`src/rtl/uart_pkg.sv`:
```
// uart_pkg: shared UART word size, default FIFO depth and receive-ack state type
package uart_pkg;
    localparam int UART_WORD_SIZE = 8;
    localparam int UART_FIFO_DEPTH = 16;
    typedef enum logic {ACK_IDLE, ACK_ACK} ack_state_e;
endpackage

```
`src/rtl/uart_rx_fifo.sv`:
```
// uart_rx_fifo: first-word-fall-through buffer behind a UART receiver with a level/ack handshake
module uart_rx_fifo
    import uart_pkg::*;
#(
    parameter int WORD_SIZE = UART_WORD_SIZE,
    parameter int DEPTH = UART_FIFO_DEPTH
) (
    input  logic                   clk,
    input  logic                   rst_n,
    input  logic                   rx_valid,
    input  logic [WORD_SIZE-1:0]   rx_data,
    output logic                   rx_ack,
    input  logic                   rd_en,
    output logic [WORD_SIZE-1:0]   rd_data,
    output logic                   empty,
    output logic                   full,
    output logic [$clog2(DEPTH):0] count,
    output logic                   overflow,
    input  logic                   clr_overflow
);
    localparam int AW = $clog2(DEPTH);
    localparam logic [AW:0] FULL_CNT = (AW + 1)'(DEPTH);
    ack_state_e state_q, state_d;
    logic [AW:0] wr_ptr_q, wr_ptr_d, rd_ptr_q, rd_ptr_d;
    logic overflow_q, overflow_d;
    logic [WORD_SIZE-1:0] mem_q [DEPTH];
    logic accept, do_wr, do_rd;
    always_comb begin
        accept = rx_valid && (state_q == ACK_IDLE);
        do_rd = rd_en && !empty;
        // a full buffer still takes the word when the same edge frees a slot
        do_wr = accept && (!full || rd_en);
        state_d = accept ? ACK_ACK : ACK_IDLE;
        wr_ptr_d = do_wr ? wr_ptr_q + 1'b1 : wr_ptr_q;
        rd_ptr_d = do_rd ? rd_ptr_q + 1'b1 : rd_ptr_q;
        overflow_d = (accept && full && !rd_en) || (overflow_q && !clr_overflow);
    end
    always_ff @(posedge clk or negedge rst_n) begin
        if (!rst_n) begin
            state_q <= ACK_IDLE;
            wr_ptr_q <= '0;
            rd_ptr_q <= '0;
            overflow_q <= 1'b0;
        end else begin
            state_q <= state_d;
            wr_ptr_q <= wr_ptr_d;
            rd_ptr_q <= rd_ptr_d;
            overflow_q <= overflow_d;
        end
    end
    always_ff @(posedge clk) begin
        if (do_wr) mem_q[wr_ptr_q[AW-1:0]] <= rx_data;
    end
    assign count = wr_ptr_q - rd_ptr_q;
    assign empty = count == '0;
    assign full = count == FULL_CNT;
    assign rx_ack = state_q == ACK_ACK;
    assign overflow = overflow_q;
    assign rd_data = mem_q[rd_ptr_q[AW-1:0]];
endmodule

```
`config.mk`:
```
export PLATFORM = sky130hd
export DESIGN_NAME = uart_rx_fifo
export DESIGN_NICKNAME = d
export VERILOG_FILES = /design/src/rtl/uart_pkg.sv /design/src/rtl/uart_rx_fifo.sv
export SDC_FILE = /design/constraint.sdc
export NUM_CORES = 1
export LEC_CHECK = 0
export BUFFER_PORTS_ARGS = -buffer_cell sky130_fd_sc_hd__buf_2
export CORE_MARGIN = 2
export CORE_UTILIZATION = 28
export CTS_CLUSTER_SIZE = 14
export DETAILED_ROUTE_END_ITERATION = 7
export PLACE_DENSITY_LB_ADDON = 0.2
export SYNTH_ARGS = -nofsm -noshare
export SYNTH_HDL_FRONTEND = slang
export SYNTH_SLANG_ARGS = --single-unit
export TNS_END_PERCENT = 100
```
`constraint.sdc`:
```
create_clock -name clk -period 7.5 [get_ports clk]
set_input_delay 0.375 -clock clk [delete_from_list [all_inputs] [get_ports clk]]
set_output_delay 0.375 -clock clk [all_outputs]
set_load 0.02 [all_outputs]
```
Word-level counts from Yosys, hierarchy flattened
Memories as Yosys holds them, arrays and structs flattened. Cells that the tools add are included.

Bits in writable memories: 128. Bits in registers: 12. Word-level logic and storage cells: 26. Memories kept: 1.

Bitwise operators: 1. Equal/unequal tests: 1. Add/sub/neg operators: 3. Reductions and logical operators: 13. Muxes and demuxes: 3.

Memories: mem_q (words 16, bits a word 8, rd ports 1, clocked after Yosys merged registers in 0, wr ports 1, line uart_rx_fifo.sv:26) `logic [WORD_SIZE-1:0] mem_q [DEPTH];`.

Operators by type and width (number): adder 5 x 1 -> 5 bit (second input constant) (2); logical AND 1 bit (6); == test 5 bit (second input constant) (1); zero test 5 bit (1); subtractor 5 bit (1); zero test 1 bit (4); two-way mux 1 bit (3); logical OR 1 bit (2); inverter 1 bit (1).

Longest topological paths before layout
Gate-level depths: netlist of run 1.

Depth in word-level cells: 7. Gate-level depth with buffers: 10. Mapped depth without buffers: 9.

Least setup slack after synthesis of run 1
OpenSTA, ideal clock, no wires.

Path kind: register -> register. Start point: reg wr_ptr_q[0]. End point: mem mem_q[1][0] in the netlist's numbering, enable pin. Cell stages (with the launch flop): 10. Data required time: 7168 ps. Arrival: 2405 ps. Buffers on the path: 1. Clock period less this slack: 2737 ps. Setup time: 332 ps. Setup slack: 4763 ps. Cell sequence: dfrtp_1 > inv_1 > ha_1 > fa_1 > nand2b_1 > a21oi_2 > xor2_2 > or3_4 > buf_6 > and3_1.

Longest elaborated chain between the ends: 7.

Ends and longest elaborated chain: start: declaration (line uart_rx_fifo.sv:24) `logic [AW:0] wr_ptr_q, wr_ptr_d, rd_ptr_q, rd_ptr_d;`; start signal: assignment (line uart_rx_fifo.sv:46) `wr_ptr_q <= wr_ptr_d;`; subtractor 5 bit (line uart_rx_fifo.sv:54) `assign count = wr_ptr_q - rd_ptr_q;`; == test 5 bit (line uart_rx_fifo.sv:56) `assign full = count == FULL_CNT;`; zero test 1 bit (line uart_rx_fifo.sv:32) `do_wr = accept && (!full || rd_en);`; logical OR 1 bit (line uart_rx_fifo.sv:32); logical AND 1 bit (line uart_rx_fifo.sv:32); two-way mux 1 bit (line uart_rx_fifo.sv:52) `if (do_wr) mem_q[wr_ptr_q[AW-1:0]] <= rx_data;`; two-way mux 1 bit (not written as such) (line uart_rx_fifo.sv:52); end: declaration (line uart_rx_fifo.sv:26).

Parallel ways exist; a longest one is shown, timed or not.

Worst setup path after layout of run 1
Start point: reg rd_ptr_q[0]. End point: out empty.

Longest elaborated chain between the ends: 2.

Ends and longest elaborated chain: start: declaration (line uart_rx_fifo.sv:24); start signal: assignment (line uart_rx_fifo.sv:47) `rd_ptr_q <= rd_ptr_d;`; subtractor 5 bit (line uart_rx_fifo.sv:54); zero test 5 bit (line uart_rx_fifo.sv:55) `assign empty = count == '0;`; end: declaration (line uart_rx_fifo.sv:15) `output logic empty,`.

Every way passes these cells.

==> run metrics, run 1 <==
most frequent cells in the layout edfxtp_1 (128), mux4_2 (40), buf_2 (29); Synth Flop Type edfxtp_1; Post-synth EDFFs 128; Iteration-0 DRC Markers 225; CTS tree built; pre-CTS setup slack 4.13 ns; clock-pin transition on the worst setup and hold timing paths 0.05 ns; Resized Gates After CTS 0; P per Cell Area 421 mW/mm^2; final hold slack 0.157 ns; status completed; cell row count 52; synth warn 0; Startpoint Class flip-flop; Final Hold Viols 0; Reg2Reg Depth 8; leak pwr 2.30 nW; clock latency on the worst-skew pair 0.42 ns; MaxCap Viol Count 0; critical setup path kind flip-flop to output pin; critical-path maximum fanout 36; syn nets 298; final worst slack 4.14 ns; first-pass GRT wire length 20.6 mm; Detail Route Antenna Nets 0; Non-Filler Cell Area, Final 0.00677 mm^2; gpl congestion 0.748; ant diodes 0; final wirelength 14.0 mm; HPWL after DPL 9.26 mm; Sequential Area 0.00415 mm^2; top cell type's share of synthesized area 0.667; commonest non-fill, non-tap cell in the layout edfxtp_1; Post-Syn Area 0.00576 mm^2; Tot Pwr 2.85 mW; placed instance area 0.00619 mm^2; Tmin final 3.36 ns; Final setup viols 0; Synth-to-Final Area Change 17.4%; final std cells w/o fill 598; Clock Skews 0.00655 ns; Initial Utilization 0.285; Worst Hold Depth 2; part of the cycle the worst path needs 0.447; sequential area share after synthesis 0.719; crit path capture type output pin; drt wl/cell 23.4 um; pin count of the biggest net entering global routing 37; TNS Setup 0 ns; CTS root buf clkbuf_16; Finished Core Util 0.335; Port Buffers 29; library cells used by synthesis 38; Syn Area/Cell 21.0 um^2; synth top area cells edfxtp_1 (67%), mux4_2 (16%), dfrtp_1 (5.2%); Die Y-Extent 147 um; share of layout cells above drive strength 1 0.332; die span in x 147 um; Inserted Clock Buffers 17; H-tree depth 4; DP Cell Count 565; Post-Syn Instances 275; GR Overflow Total 0; Synth area leader edfxtp_1; initial antenna violation count 0; unrepaired setup endpoints after global routing no; number of global-route vias before repair 2915; share of flip-flops with an asynchronous set or reset 0.0857; clock sinks 140; Max Slew Vio Count 0; I/O Pins 30; postcts setup bufs 0; Max Freq 298 MHz; drt drc 0; drt pass-1 iters 5; Fillers 1913; CP Data Arrival Time 2.98 ns; Slew @ Worst Pin 0.884 ns; vias per cell 4.55; Tot GR Track Use 0.139; Die Area 0.0218 mm^2; CTS Buffer Depth 2; worst min path class input pin to flip-flop; core area 0.0202 mm^2; routed vias 2719; Multi-input gate area 0.00150 mm^2; cts hold-fix bufs 1; peak supply drop 488 uV; Worst EP required 7.12 ns; nets 338; Slew HR 0.406; Synth Register Bits 140
synthesized netlist by cell type, types with 3 or more instances:
cell type	n
edfxtp_1	128
mux4_2	40
and3_1	16
dfrtp_1	12
ha_1	9
inv_1	9
xnor2_1	9
nor2_1	6
buf_6	4
clkbuf_1	4
nand2_1	3
nor3_1	3
cell type report:
| type | count | area share |
|---|---|---|
| sequential | 140 | 0.612 |
| timing repair buffer | 33 | 0.0262 |
| multi-input combinational | 112 | 0.221 |
| tap | 270 | 0.0499 |
| clock buffer | 25 | 0.0702 |
| clock inverter | 7 | 0.0133 |
| inverter | 11 | 0.00647 |
state kept, by name, indices dropped and copies added (netlist names):
| register | count |
|---|---|
| rd_ptr_q | 5 |
| overflow | 1 |
| rx_ack | 1 |
| wr_ptr_q | 5 |
| mem_q | 128 |
report_power, final:
group          switching (mW)  total (mW)  leakage (nW)  internal (mW)
logic                   0.631        1.06         0.729          0.430
clock network           0.295       0.800         0.271          0.505
registers              0.0561       0.990          1.30          0.933
critical path, cell delays in order (launching register included):
cell      delay [ns]
dfrtp_2         0.38
buf_4           0.32
ha_1            0.31
fa_1            0.39
nand2b_1        0.17
a21oi_2         0.16
xor2_2          0.42
inv_4           0.10
nor2_1          0.14
buf_2           0.17
kinds of logic (layout without fill, tap and decap cells):
family | Yosys count | count (layout) | synth area share
flip-flops | 140 | 140 | 0.719
AO/OA/AOI/OAI | 11 | 11 | 0.0182
adder cells (fa/ha/maj) | 10 | 10 | 0.0230
AND/OR/NAND/NOR | 36 | 36 | 0.0360
multiplexers | 43 | 43 | 0.162
XOR/XNOR | 12 | 12 | 0.0208
buffers and inverters | 23 | 76 | 0.0211
metal layers:
layer | global-route usage | part of all wire | vias up
met1 | 0.197 | 0.47 | 1404
met3 | 0.0410 | 0.062 | 15
met4 | 0.0471 | 0.014 | 0
li1 | - | - | 1210
met5 | 0 | 0 | -
met2 | 0.204 | 0.46 | 90
worst paths after layout:
kind	startpoint	to	slack (ns)
setup / recovery	rd_ptr_q[0]	empty	4.14
hold / removal	clr_overflow	overflow	0.16
setup reg to reg	rd_ptr_q[0]	mem_q[10][0]	4.20
hold reg to reg	rd_ptr_q[3]	rd_ptr_q[3]	0.49
max in group asynchronous	rst_n	rd_ptr_q[0]	6.88
min in group asynchronous	rst_n	wr_ptr_q[0]	0.37
No activity file was read; power rests on OpenSTA's default activity.
==> run 2: changes to the inputs <==
==> constraint.sdc (replaced) <==
create_clock -name clk -period 3.5 [get_ports clk]
set_input_delay 0.175 -clock clk [delete_from_list [all_inputs] [get_ports clk]]
set_output_delay 0.175 -clock clk [all_outputs]
set_load 0.02 [all_outputs]
==> run 2 against run 1 <==
Against the previous run:
- cell area up 0.74%
- sequential cell count unchanged
- count of clock-buffer cells in the layout down 7
- largest cell class unchanged
- highest routed layer unchanged
- clock skew down 0.0012 ns
- sequential power up 110%
- die area unchanged
- setup slack worse by 3.7 ns
- global-route usage down 1.7 points
- final cell count up 1.0%
- total power up 120%
==> run metrics, run 2 (synthesized netlist as in run 1, its figures left out) <==
status completed; clock sinks 140; drt drc 0; clock-pin transition on the worst setup and hold timing paths 0.06 ns; part of the cycle the worst path needs 0.859; unrepaired setup endpoints after global routing no; die span in x 147 um; vias per cell 4.55; CTS root buf clkbuf_16; worst min path class input pin to flip-flop; HPWL after DPL 7.96 mm; Tmin final 3.01 ns; cells along the critical path inv_1 > ha_1 > fa_1 > xnor2_1 > nor2_1 > mux2i_1 > or3_4 > and3_1; Reg power frac 0.339; critical-path maximum fanout 16; final wirelength 12.3 mm; switching power 2.14 mW; Max Slew Vio Count 0; peak supply drop 901 uV; Final setup viols 0; power share of the clock group 0.283; slowest stage delay, CP 0.57 ns; Initial Utilization 0.285; Slew @ Worst Pin 0.714 ns; Fillers 1918; gpl congestion 0.829; final worst slack 0.494 ns; most frequent cells in the layout edfxtp_1 (128), mux4_2 (40), buf_2 (29); final std cells w/o fill 604; number of global-route vias before repair 3015; slowest CP cell and3_1; cell row count 52; pre-CTS setup slack 0.487 ns; critical setup path kind flip-flop to flip-flop; Worst EP required 3.55 ns; switching share of total power 0.348; MaxCap Viol Count 0; Detail Route Antenna Nets 0; max reg flops 128; Setup crit end mem_q[2][3]; Resized Gates After CTS 0; drt pass-1 iters 4; GR Overflow Total 0; Tot Pwr 6.16 mW; crit path capture type flip-flop; Critical R2R Launch wr_ptr_q[0]; Max Freq 333 MHz; leak pwr 2.32 nW; commonest non-fill, non-tap cell in the layout edfxtp_1; Die Y-Extent 147 um; CTS tree built; Synth-to-Final Area Change 18.3%; Final Hold Viols 0; Tot GR Track Use 0.122; initial antenna violation count 1; nets 343; P per Cell Area 904 mW/mm^2; H-tree depth 4; Inserted Clock Buffers 17; R2R Setup Slk 0.49 ns; Slew HR 0.524; Die Area 0.0218 mm^2; I/O Pins 30; clock latency on the worst-skew pair 0.42 ns; drt wl/cell 20.3 um; routed vias 2748; Port Buffers 29; core area 0.0202 mm^2; power share of the combinational group 0.378; Int Power 4.02 mW; reg2reg end mem_q[2][3]; first-pass GRT wire length 19.0 mm; DP Cell Count 569; Worst setup startpoint wr_ptr_q[0]; Reg2Reg Depth 8; CTS Buffer Depth 2; pin count of the biggest net entering global routing 36; Clock Skews 0.00535 ns; CP Data Arrival Time 3.06 ns; share of layout cells above drive strength 1 0.348; TNS Setup 0 ns; Startpoint Class flip-flop; Iteration-0 DRC Markers 213; Worst Hold Depth 3
[run 2: through the flow]
step / cell area, um^2 / hold slack, ns / utilization
6_report: 6820 / 0.135 / 0.337
5_1_grt: 6820 / 0.141 / 0.337
4_1_cts: 6820 / 0.124 / 0.337
3_5_place_dp: 6220 / 0.0771 / 0.308
3_3_place_gp: 6220 / 0.0748 / 0.308
2_1_floorplan: 5760 / -0.121 / -
[run 2: per-layer routing]
metal / wire, um / up-vias / track usage
met5: 0 / - / 0
met4: 227 / 0 / 0.0486
met3: 549 / 18 / 0.0352
met2: 5870 / 70 / 0.183
met1: 5640 / 1451 / 0.168
li1: - / 1209 / -
[run 2: worst min path at each step]
stage,from,end
finish,rd_en,rd_ptr_q[2]
global route,rx_data[6],mem_q[8][6]
CTS,rd_en,rd_ptr_q[2]
detailed placement,rst_n,rd_ptr_q[1]
global placement,rst_n,rd_ptr_q[1]
floorplan,rst_n,overflow
[run 2: power groups by stage]
stage	logic (mW)	clock network, mW	registers, mW
3_5_place_dp	2.38	0	2.13
4_1_cts	2.39	1.78	2.09
3_3_place_gp	2.38	0	2.12
2_1_floorplan	1.69	0	2.10
6_report	2.33	1.74	2.09
5_1_grt	2.56	1.85	2.11
[run 2: layout make-up]
class                      count  area (um^2)  area share
antenna                        1         2.50    0.000367
clock buffer                  18          429      0.0629
multi-input combinational    112         1500       0.220
inverter                      11         43.8     0.00642
sequential                   140         4150       0.608
timing repair buffer          38          218      0.0319
tap                          270          338      0.0495
clock inverter                14          144      0.0211
[run 2: critical path: cells and delay by family, from the launching register on]
kind                     cells  cell delay (ns)
XOR/XNOR                     1             0.30
adder cells (fa/ha/maj)      2             0.66
buffers and inverters        1             0.12
flip-flops                   1             0.40
multiplexers                 1             0.25
AND/OR/NAND/NOR              3             0.91
[run 2: timing repair]
item | 4_1_cts | 5_1_grt
hold buffers | 2 | 0
buffers inserted | 0 | 0
endpoints found under the hold margin | 13 | 0
